File: config.mk
export PLATFORM = sky130hd
export DESIGN_NAME = syncword_correlator
export DESIGN_NICKNAME = d
export VERILOG_FILES = /design/src/rtl/bt_pkg.sv /design/src/rtl/popcount64.sv /design/src/rtl/syncword_correlator.sv
export SDC_FILE = /design/constraint.sdc
export NUM_CORES = 1
export LEC_CHECK = 0
export BUFFER_PORTS_ARGS = -buffer_cell sky130_fd_sc_hd__buf_2
export CORE_ASPECT_RATIO = 0.75
export CORE_MARGIN = 5
export CORE_UTILIZATION = 30
export DETAILED_ROUTE_END_ITERATION = 10
export GPL_TIMING_DRIVEN = 0
export PLACE_DENSITY = 0.56
export SLEW_MARGIN = 20
export SYNTH_ARGS = -nofsm -noshare
export SYNTH_HDL_FRONTEND = slang
export SYNTH_SLANG_ARGS = --single-unit
File: constraint.sdc
create_clock -name clk_6M -period 9.4 [get_ports clk_6M]
set_clock_uncertainty 0.15 [all_clocks]
set_input_delay 2.35 -clock clk_6M [delete_from_list [all_inputs] [get_ports clk_6M]]
set_output_delay 2.35 -clock clk_6M [all_outputs]
set_load 0.1 [all_outputs]
File: src/rtl/bt_pkg.sv
// Shared baseband package: correlator state encoding, sync-word sizes and the
// link-state based sync-word selection also used by the TX sync insertion.
package bt_pkg;

  localparam int SW_W  = 64;
  localparam int ERR_W = 7;
  localparam logic [ERR_W-1:0] FILL_FULL = 7'd64;

  typedef enum logic [1:0] {
    IDLE   = 2'd0,
    FILL   = 2'd1,
    SEARCH = 2'd2,
    FOUND  = 2'd3
  } corr_state_e;

  function automatic logic [SW_W-1:0] select_syncword(
    input logic            conns,
    input logic            page,
    input logic            ps,
    input logic            mpr,
    input logic            spr,
    input logic            inquiry_diac,
    input logic [SW_W-1:0] sw_cac,
    input logic [SW_W-1:0] sw_dac,
    input logic [SW_W-1:0] sw_diac,
    input logic [SW_W-1:0] sw_giac
  );
    logic [SW_W-1:0] sw;
    if (conns) begin
      sw = sw_cac;
    end else if (page | ps | mpr | spr) begin
      sw = sw_dac;
    end else if (inquiry_diac) begin
      sw = sw_diac;
    end else begin
      sw = sw_giac;
    end
    return sw;
  endfunction

endpackage

File: src/rtl/popcount64.sv
// Mismatch counter: number of differing bits between the shift register and
// the selected sync word.
module popcount64
  import bt_pkg::*;
(
  input  logic [SW_W-1:0]  i_a,
  input  logic [SW_W-1:0]  i_b,
  output logic [ERR_W-1:0] o_cnt
);

  // Sum of XOR bits; the caller registers the result.
  always_comb begin
    o_cnt = {ERR_W{1'b0}};
    for (int i = 0; i < SW_W; i++) begin
      o_cnt = o_cnt + {{(ERR_W-1){1'b0}}, i_a[i] ^ i_b[i]};
    end
  end

endmodule

File: src/rtl/syncword_correlator.sv
// Access-code correlator: shifts rxbit, compares against the selected sync word
// inside a search window and flags the trailer start to the header stage.
// Optional macro SYNCCORR_STATS_EN adds saturating find/timeout counters.
module syncword_correlator
  import bt_pkg::*;
#(
  parameter int WIN_W = 12
) (
  input  logic             clk_6M,
  input  logic             rstz,
  input  logic             p_1us,
  input  logic             rxbit,
  input  logic             rx_search_st_p,
  input  logic             rx_search_abort,
  input  logic             page,
  input  logic             ps,
  input  logic             mpr,
  input  logic             spr,
  input  logic             conns,
  input  logic             regi_inquiryDIAC,
  input  logic [SW_W-1:0]  regi_syncword_CAC,
  input  logic [SW_W-1:0]  regi_syncword_DAC,
  input  logic [SW_W-1:0]  regi_syncword_DIAC,
  input  logic [SW_W-1:0]  regi_syncword_GIAC,
  input  logic [ERR_W-1:0] regi_corr_threshold,
  input  logic [WIN_W-1:0] regi_search_win,
  output logic             rx_trailer_st_p,
  output logic             sync_found,
  output logic             sync_timeout_p,
  output logic [ERR_W-1:0] corr_err,
  output logic             search_active
`ifdef SYNCCORR_STATS_EN
  ,
  output logic [15:0]      sync_found_cnt,
  output logic [15:0]      sync_timeout_cnt
`endif
);

  corr_state_e      r_state, w_state_nxt;
  logic [SW_W-1:0]  r_sr, r_syncword;
  logic [ERR_W-1:0] r_fill_cnt, r_corr_err, w_popcnt;
  logic [WIN_W-1:0] r_win_cnt;
  logic             r_v0, r_v1;
  logic             r_trailer, r_found, r_timeout, r_active;
  logic             w_trailer_nxt, w_found_nxt, w_timeout_nxt, w_active_nxt;
  logic             w_restart, w_searching, w_shift, w_eval, w_match, w_expire;
  logic             w_match_evt, w_expire_evt;

  popcount64 u_popcount (
    .i_a   (r_sr),
    .i_b   (r_syncword),
    .o_cnt (w_popcnt)
  );

  assign w_restart    = rx_search_st_p & ~rx_search_abort;
  assign w_searching  = (r_state == FILL) || (r_state == SEARCH);
  assign w_shift      = p_1us & w_searching;
  assign w_eval       = r_v1 & w_searching;
  assign w_match      = w_eval & (r_fill_cnt == FILL_FULL) & (r_corr_err <= regi_corr_threshold);
  assign w_expire     = w_eval & ~w_match & (r_win_cnt >= regi_search_win);
  assign w_match_evt  = w_match & ~rx_search_abort & ~rx_search_st_p;
  assign w_expire_evt = w_expire & ~rx_search_abort & ~rx_search_st_p;

  // Bit pipeline: shift at T, mismatch count at T+1, decision at T+2.
  always_ff @(posedge clk_6M or negedge rstz) begin
    if (!rstz) begin
      r_sr       <= {SW_W{1'b0}};
      r_syncword <= {SW_W{1'b0}};
      r_fill_cnt <= {ERR_W{1'b0}};
      r_win_cnt  <= {WIN_W{1'b0}};
      r_corr_err <= {ERR_W{1'b0}};
      r_v0       <= 1'b0;
      r_v1       <= 1'b0;
    end else if (w_restart) begin
      r_sr       <= {SW_W{1'b0}};
      r_syncword <= select_syncword(conns, page, ps, mpr, spr, regi_inquiryDIAC,
                                    regi_syncword_CAC, regi_syncword_DAC,
                                    regi_syncword_DIAC, regi_syncword_GIAC);
      r_fill_cnt <= {ERR_W{1'b0}};
      r_win_cnt  <= {WIN_W{1'b0}};
      r_v0       <= 1'b0;
      r_v1       <= 1'b0;
    end else if (rx_search_abort) begin
      r_v0 <= 1'b0;
      r_v1 <= 1'b0;
    end else begin
      if (w_shift) begin
        r_sr <= {r_sr[SW_W-2:0], rxbit};
        if (r_fill_cnt != FILL_FULL) r_fill_cnt <= r_fill_cnt + 7'd1;
        if (r_win_cnt != {WIN_W{1'b1}}) r_win_cnt <= r_win_cnt + {{(WIN_W-1){1'b0}}, 1'b1};
      end
      if (r_v0) r_corr_err <= w_popcnt;
      r_v0 <= w_shift;
      r_v1 <= r_v0;
    end
  end

  // State register.
  always_ff @(posedge clk_6M or negedge rstz) begin
    if (!rstz) r_state <= IDLE;
    else       r_state <= w_state_nxt;
  end

  // Next state: abort beats restart, restart beats everything else.
  always_comb begin
    w_state_nxt = r_state;
    if (rx_search_abort) begin
      w_state_nxt = IDLE;
    end else if (rx_search_st_p) begin
      w_state_nxt = FILL;
    end else begin
      case (r_state)
        IDLE:    w_state_nxt = IDLE;
        FILL:    w_state_nxt = w_expire ? IDLE : ((r_fill_cnt == FILL_FULL) ? SEARCH : FILL);
        SEARCH:  w_state_nxt = w_match ? FOUND : (w_expire ? IDLE : SEARCH);
        FOUND:   w_state_nxt = p_1us ? IDLE : FOUND;
        default: w_state_nxt = IDLE;
      endcase
    end
  end

  // Output decode; the trailer is held until the consumer's next p_1us.
  always_comb begin
    w_trailer_nxt = r_trailer;
    w_found_nxt   = r_found;
    w_timeout_nxt = 1'b0;
    if (rx_search_abort) begin
      w_trailer_nxt = 1'b0;
    end else if (rx_search_st_p) begin
      w_trailer_nxt = 1'b0;
      w_found_nxt   = 1'b0;
    end else if (w_match) begin
      w_trailer_nxt = 1'b1;
      w_found_nxt   = 1'b1;
    end else if (w_expire) begin
      w_timeout_nxt = 1'b1;
    end else if ((r_state == FOUND) && p_1us) begin
      w_trailer_nxt = 1'b0;
    end else begin
      w_trailer_nxt = r_trailer;
    end
    w_active_nxt = (w_state_nxt == FILL) || (w_state_nxt == SEARCH);
  end

  // Registered outputs.
  always_ff @(posedge clk_6M or negedge rstz) begin
    if (!rstz) begin
      r_trailer <= 1'b0;
      r_found   <= 1'b0;
      r_timeout <= 1'b0;
      r_active  <= 1'b0;
    end else begin
      r_trailer <= w_trailer_nxt;
      r_found   <= w_found_nxt;
      r_timeout <= w_timeout_nxt;
      r_active  <= w_active_nxt;
    end
  end

  assign rx_trailer_st_p = r_trailer;
  assign sync_found      = r_found;
  assign sync_timeout_p  = r_timeout;
  assign corr_err        = r_corr_err;
  assign search_active   = r_active;

`ifdef SYNCCORR_STATS_EN
  logic [15:0] r_found_cnt, r_timeout_cnt;

  // Saturating event counters, cleared by reset only.
  always_ff @(posedge clk_6M or negedge rstz) begin
    if (!rstz) begin
      r_found_cnt   <= 16'd0;
      r_timeout_cnt <= 16'd0;
    end else begin
      if (w_match_evt && (r_found_cnt != 16'hFFFF)) r_found_cnt <= r_found_cnt + 16'd1;
      if (w_expire_evt && (r_timeout_cnt != 16'hFFFF)) r_timeout_cnt <= r_timeout_cnt + 16'd1;
    end
  end

  assign sync_found_cnt   = r_found_cnt;
  assign sync_timeout_cnt = r_timeout_cnt;
`endif

endmodule
==> run summary, run 1 <==
- status: finished, final reports clean
- minimum clock period after layout: 7.31 ns
- maximum buffer depth of the clock tree: 2
- average cell area after synthesis: 10.3 um^2
- Setup Viol. Count Final: 0
- synthesis-stage register bit count: 162
- antenna violations before repair: 2
- xor/xnor cell area share of the yosys netlist: 6.44%
- growth of design area from synthesis to finish: 24.2%
- Worst Setup Slack, final: 2.09 ns
- total track usage: 15.3%
- Post-Route Setup TNS: 0 ns
- initial core utilization: 30.6%
- RSZ-0062 raised after global routing: no
- Iter 0 DRT Violations: 455
- wire length of the first global-routing pass: 49.3 mm
- global placer's final weighted congestion: 0.869
- Top delay family on crit path: adder cells
- number of clock buffers inserted by TritonCTS: 17
- most frequent cells in the layout: buf_2, dfrtp_1, nand2_1
- asr flop ratio synth: 100%
- WL/cell: 17.0 um
- placed insts: 1832
- EDFF count, synth: 0
- synthesized instance count: 1072
- launch instance of the worst register-to-register path: r_syncword[1]$_DFFE_PN0P_
- number of nets at the end of the flow: 1769
- worst r2r dst: corr_err[6]$_DFFE_PN0P_
- critical hold path startpoint: r_syncword[40]$_DFFE_PN0P_
- DRT Pass-1 Iters: 5
- count of non-filler cells in the finished layout: 1864
- largest net degree at the start of global routing: 92
- simple-gate share of the synthesized area: 8.70%
- most common cell after layout, fill and taps aside: buf_2
- mux cell area share after synthesis: 13.9%
- fraction of the mapped netlist area in adder cells: 14.6%
- critical path endpoint category: register
- CTS-repair resized insts: 0
- net count after synthesis: 1455
- DP Worst Slack: 2.10 ns
- proportion of layout cells with a drive suffix above 1: 29.0%
- Post-Synthesis Cell Area: 11000 um^2
- number of nets with antenna violations after detailed routing: 0
- die height: 176 um
- core footprint: 36000 um^2
- H-Tree Level Count: 4
- instance count along the most critical hold path: 1
- detailed-route via count: 8723
- width of the chip: 231 um
- data arrival time of the critical path: 7.46 ns
- Ports: 298
- number of setup buffers added after CTS: 0
- setup slack, reg-to-reg: 2.09 ns
- sum of routed wire length over all layers: 31.7 mm
- Cell Chain, Critical Path: xor2_1 > ha_1 > fa_1 > fa_1 > fa_1 > fa_1 > fa_1 > fa_1 > inv_1 > fa_1 > fa_1 > inv_1 > fa_1 > fa_1 > a21oi_1 > o21bai_1 > a21oi_1 > nor2_1 > o21ai_0 > nand2_1
- per-cell via count in the routed design: 4.68
- Buffers & Inverters on Critical Path: 2
- Required @ worst endpoint: 9.55 ns
- slowest stage cell on the critical path: fa_1
- number of max-slew violations in the final report: 0
- worst-skew pair later-pin latency: 0.42 ns
- post-detailed-placement half-perimeter wirelength: 25.8 mm
- number of placement rows: 60
- Main synth FF type: dfrtp_1
- period utilization: 77.8%
- CTS root buffer: clkbuf_16
- clock transition at the registers of the reported paths: 0.07 ns
- startpoint types: register
- crit-path max cell delay: 0.60 ns
- transition time at the pin with the least slew margin: 1.12 ns
- diode insertion count for antenna repair: 0
- number of warnings reported in the yosys synthesis log: 0
- Post-CTS Hold Buffers: 0
- register area share after synthesis: 36.8%
- max-slew headroom at the worst pin: 25.1%
- buffers added on ports: 294
- worst setup path class: reg -> reg
- worst min-delay path category: reg -> reg
- DRC viols: 0
- TritonCTS clock tree: done
- post-place instance area: 13100 um^2
- largest family of logic cells by synthesized area: adder cells
- area of all placed cells without fillers: 13700 um^2
- Synth Area in Compound Gates: 13.9%
- number of failing hold endpoints at the final stage: 0
- Cell variety after synth: 52
- maxcap violations: 0
- Critical Path Most Common Cell: fa_1
- remaining global-route overflow: 0
- Reg2Reg Depth: 20
- sink of the worst hold path: r_syncword[40]$_DFFE_PN0P_
- number of clock sinks: 162
- Fmax achieved: 137 MHz
- DIE AREA: 40700 um^2
- via count of the first global-routing pass: 8960
- maximum net fanout on the critical path: 2
-- synth_stat cells (5+ instances only) --
master    instances  area share (%)
dfrtp_1         162              37
nand2_1         157             5.4
o21ai_0         147             6.7
inv_1            75             2.6
a22o_1           64             5.1
mux2i_1          64             5.8
fa_1             54             9.8
mux2_4           45             6.1
xor2_1           44             3.5
ha_1             42             4.8
clkbuf_1         41             1.4
xnor2_1          37             2.9
nor2_1           24            0.82
mux2_2           14             1.4
a21oi_1          12            0.55
nand3_1          11            0.50
buf_2             8            0.36
nand4_1           7            0.40
buf_12            5            0.91
mux2_1            5            0.51
-- worst max path at each step --
stage,depth (start not counted),end,from
floorplan,20,corr_err[6]$_DFFE_PN0P_,r_syncword[1]$_DFFE_PN0P_
global placement,20,corr_err[6]$_DFFE_PN0P_,r_syncword[1]$_DFFE_PN0P_
detailed placement,20,corr_err[6]$_DFFE_PN0P_,r_syncword[1]$_DFFE_PN0P_
CTS,20,corr_err[6]$_DFFE_PN0P_,r_syncword[1]$_DFFE_PN0P_
global route,20,corr_err[6]$_DFFE_PN0P_,r_syncword[1]$_DFFE_PN0P_
finish,20,corr_err[6]$_DFFE_PN0P_,r_syncword[1]$_DFFE_PN0P_
-- through the flow --
step                      util [%]  hold WS, ns
after floorplan                  -        0.329
after global placement        36.3        0.350
after detailed placement      36.4        0.354
after CTS                     38.0        0.368
after global routing          38.0        0.398
final                         38.0        0.377
-- per-layer routing --
| layer | global-route usage (%) | part of all wire, % | up-vias |
|---|---|---|---|
| met5 | 0 | 0 | - |
| met4 | 3.66 | 1.8 | 0 |
| met3 | 3.10 | 5.9 | 24 |
| met2 | 23.1 | 43 | 265 |
| met1 | 22.6 | 49 | 4131 |
| li1 | - | - | 4303 |
-- registers in the layout (all words and copies together) (netlist names) --
| register | count |
|---|---|
| rx_trailer_st_p | 1 |
| sync_found | 1 |
| r_v1 | 1 |
| r_fill_cnt | 7 |
| r_v0 | 1 |
| sync_timeout_p | 1 |
| r_state | 2 |
| corr_err | 7 |
| search_active | 1 |
| r_win_cnt | 12 |
| r_sr | 64 |
| r_syncword | 64 |
-- kinds of logic after synthesis --
group	count (synthesis)
AO/OA/AOI/OAI	245
XOR/XNOR	81
adder cells (fa/ha/maj)	96
buffers and inverters	136
flip-flops	162
multiplexers	128
AND/OR/NAND/NOR	224
-- layout make-up --
| cell class | instances | area, um^2 |
|---|---|---|
| fill | 3611 | 22400 |
| multi-input combinational | 774 | 6340 |
| sequential | 162 | 4050 |
| timing repair buffer | 295 | 1510 |
| tap | 465 | 582 |
| clock buffer | 19 | 453 |
| buffer | 61 | 339 |
| inverter | 75 | 282 |
| clock inverter | 13 | 125 |
Power of run 1 is left out: the tool's default activity adds up to more than one toggle a clock period on the data nets, which glitch-free logic cannot reach.
==> run 2, diff against run 1 <==
- clock period: 9.4 -> 7.2 ns (I/O delays scaled with it)
==> run summary, run 2 (synthesis results as in run 1) <==
- status: finished, final reports clean
- die height: 176 um
- TritonCTS clock tree: done
- M1 wire length: 15.4 mm
- wire length of the first global-routing pass: 49.3 mm
- data arrival time of the critical path: 7.17 ns
- number of nets with antenna violations after detailed routing: 0
- maximum buffer depth of the clock tree: 2
- WL/cell: 17.0 um
- Buffers & Inverters on Critical Path: 2
- CTS root buffer: clkbuf_16
- registers with the most flip-flops: r_sr x64, r_syncword x64, r_win_cnt x12
- largest net degree at the start of global routing: 92
- number of placement rows: 60
- worst setup path class: reg -> reg
- number of setup buffers added after CTS: 0
- number of failing hold endpoints at the final stage: 0
- total track usage: 15.3%
- growth of design area from synthesis to finish: 24.3%
- Post-CTS Hold Buffers: 0
- Iter 0 DRT Violations: 420
- minimum clock period after layout: 7.01 ns
- global placer's final weighted congestion: 0.869
- Setup Viol. Count Final: 0
- number of clock sinks: 162
- remaining global-route overflow: 0
- antenna violations before repair: 2
- detailed-route via count: 8740
- width of the chip: 231 um
- startpoint types: register
- post-detailed-placement half-perimeter wirelength: 25.8 mm
- Fmax achieved: 143 MHz
- Top delay family on crit path: adder cells
- H-Tree Level Count: 4
- number of max-slew violations in the final report: 0
- Critical Path Most Common Cell: fa_1
- via count of the first global-routing pass: 8957
- Cell Chain, Critical Path: xor2_1 > ha_1 > fa_1 > fa_1 > fa_1 > fa_1 > fa_1 > fa_1 > inv_1 > fa_1 > fa_1 > inv_1 > fa_2 > fa_2 > a21oi_1 > o21bai_1 > a21oi_1 > nor2_1 > o21ai_1 > nand2_1
- buffers added on ports: 294
- top routing layer in use: met4
- maxcap violations: 0
- worst min-delay path category: reg -> reg
- slowest stage cell on the critical path: fa_1
- most common cell after layout, fill and taps aside: buf_2
- critical path endpoint category: register
- transition time at the pin with the least slew margin: 1.07 ns
- number of clock buffers inserted by TritonCTS: 17
- Required @ worst endpoint: 7.36 ns
- clock transition at the registers of the reported paths: 0.07 ns
- sum of routed wire length over all layers: 31.7 mm
- crit-path max cell delay: 0.60 ns
- initial core utilization: 30.6%
- maximum net fanout on the critical path: 2
- max-slew headroom at the worst pin: 28.7%
- most frequent cells in the layout: buf_2, dfrtp_1, nand2_1
- period utilization: 97.3%
- diode insertion count for antenna repair: 0
- core footprint: 36000 um^2
- Ports: 298
- DRC viols: 0
- per-cell via count in the routed design: 4.69
- number of fill cells in the layout: 3608
- number of nets at the end of the flow: 1769
- worst-skew pair later-pin latency: 0.43 ns
- proportion of layout cells with a drive suffix above 1: 29.2%
- amount of wire on met2 after detailed routing: 13.8 mm
- DIE AREA: 40700 um^2
- final hold slack: 0.365 ns
- RSZ-0062 raised after global routing: no
- Routed met3 length: 1.87 mm
- DRT Pass-1 Iters: 5
## run 2: cell count changes in the layout (fill, tap and decap cells not counted)
cell | before | now
fa_1 | 54 | 52
fa_2 | 0 | 2
o21ai_0 | 147 | 146
o21ai_1 | 0 | 1
## run 2: path summary, 6_finish.rpt
check                                     endpoint  slack [ns]  depth (start not counted)                 startpoint
max in group asynchronous     r_sr[44]$_DFFE_PN0P_        4.86                          2                       rstz
setup / recovery           corr_err[6]$_DFFE_PN0P_        0.19                         20  r_syncword[1]$_DFFE_PN0P_
hold / removal              sync_found$_DFFE_PN0P_        0.36                          2     sync_found$_DFFE_PN0P_
setup reg to reg           corr_err[6]$_DFFE_PN0P_        0.19                         20  r_syncword[1]$_DFFE_PN0P_
hold reg to reg             sync_found$_DFFE_PN0P_        0.36                          2     sync_found$_DFFE_PN0P_
min in group asynchronous     r_state[0]$_DFF_PN0_        1.16                          1                       rstz
## run 2: cell type report
type	count	area, um^2	area share, %
Timing Repair Buffer	295	1510	11.0
Buffer	61	339	2.48
Tap cell	465	582	4.25
Inverter	75	282	2.06
Sequential cell	162	4050	29.6
Clock inverter	13	125	0.914
Clock buffer	19	453	3.31
Multi-Input combinational cell	774	6340	46.3
## run 2: per-stage QoR
step	instances	setup TNS [ns]	utilization (%)	instance area (um^2)	setup WS, ns
after floorplan	1072	0	-	11000	0.428
after global placement	1831	-0.0487	36.3	13100	-0.0487
after detailed placement	1832	-0.0966	36.4	13100	-0.0966
after CTS	1864	0	38.0	13700	0.0335
after global routing	1864	0	38.0	13700	0.00587
final	1864	0	38.0	13700	0.193
## run 2: repair_timing
action                     4_1_cts  5_1_grt
gates resized for setup          1        2
pin swaps                        2        4
setup endpoints to repair        1        2
## run 2: tightest hold or removal path, cell delays in order (launching register included)
cell and delay, ns:
dfrtp_1 0.36, a31oi_1 0.05, nor2_1 0.07
## run 2: routing by layer
metal	vias to the layer above	global-route usage, %
li1	4306	-
met1	4154	22.6
met2	256	23.1
met3	24	3.10
met4	0	3.66
met5	-	0
Power of run 2 is left out for the same reason.
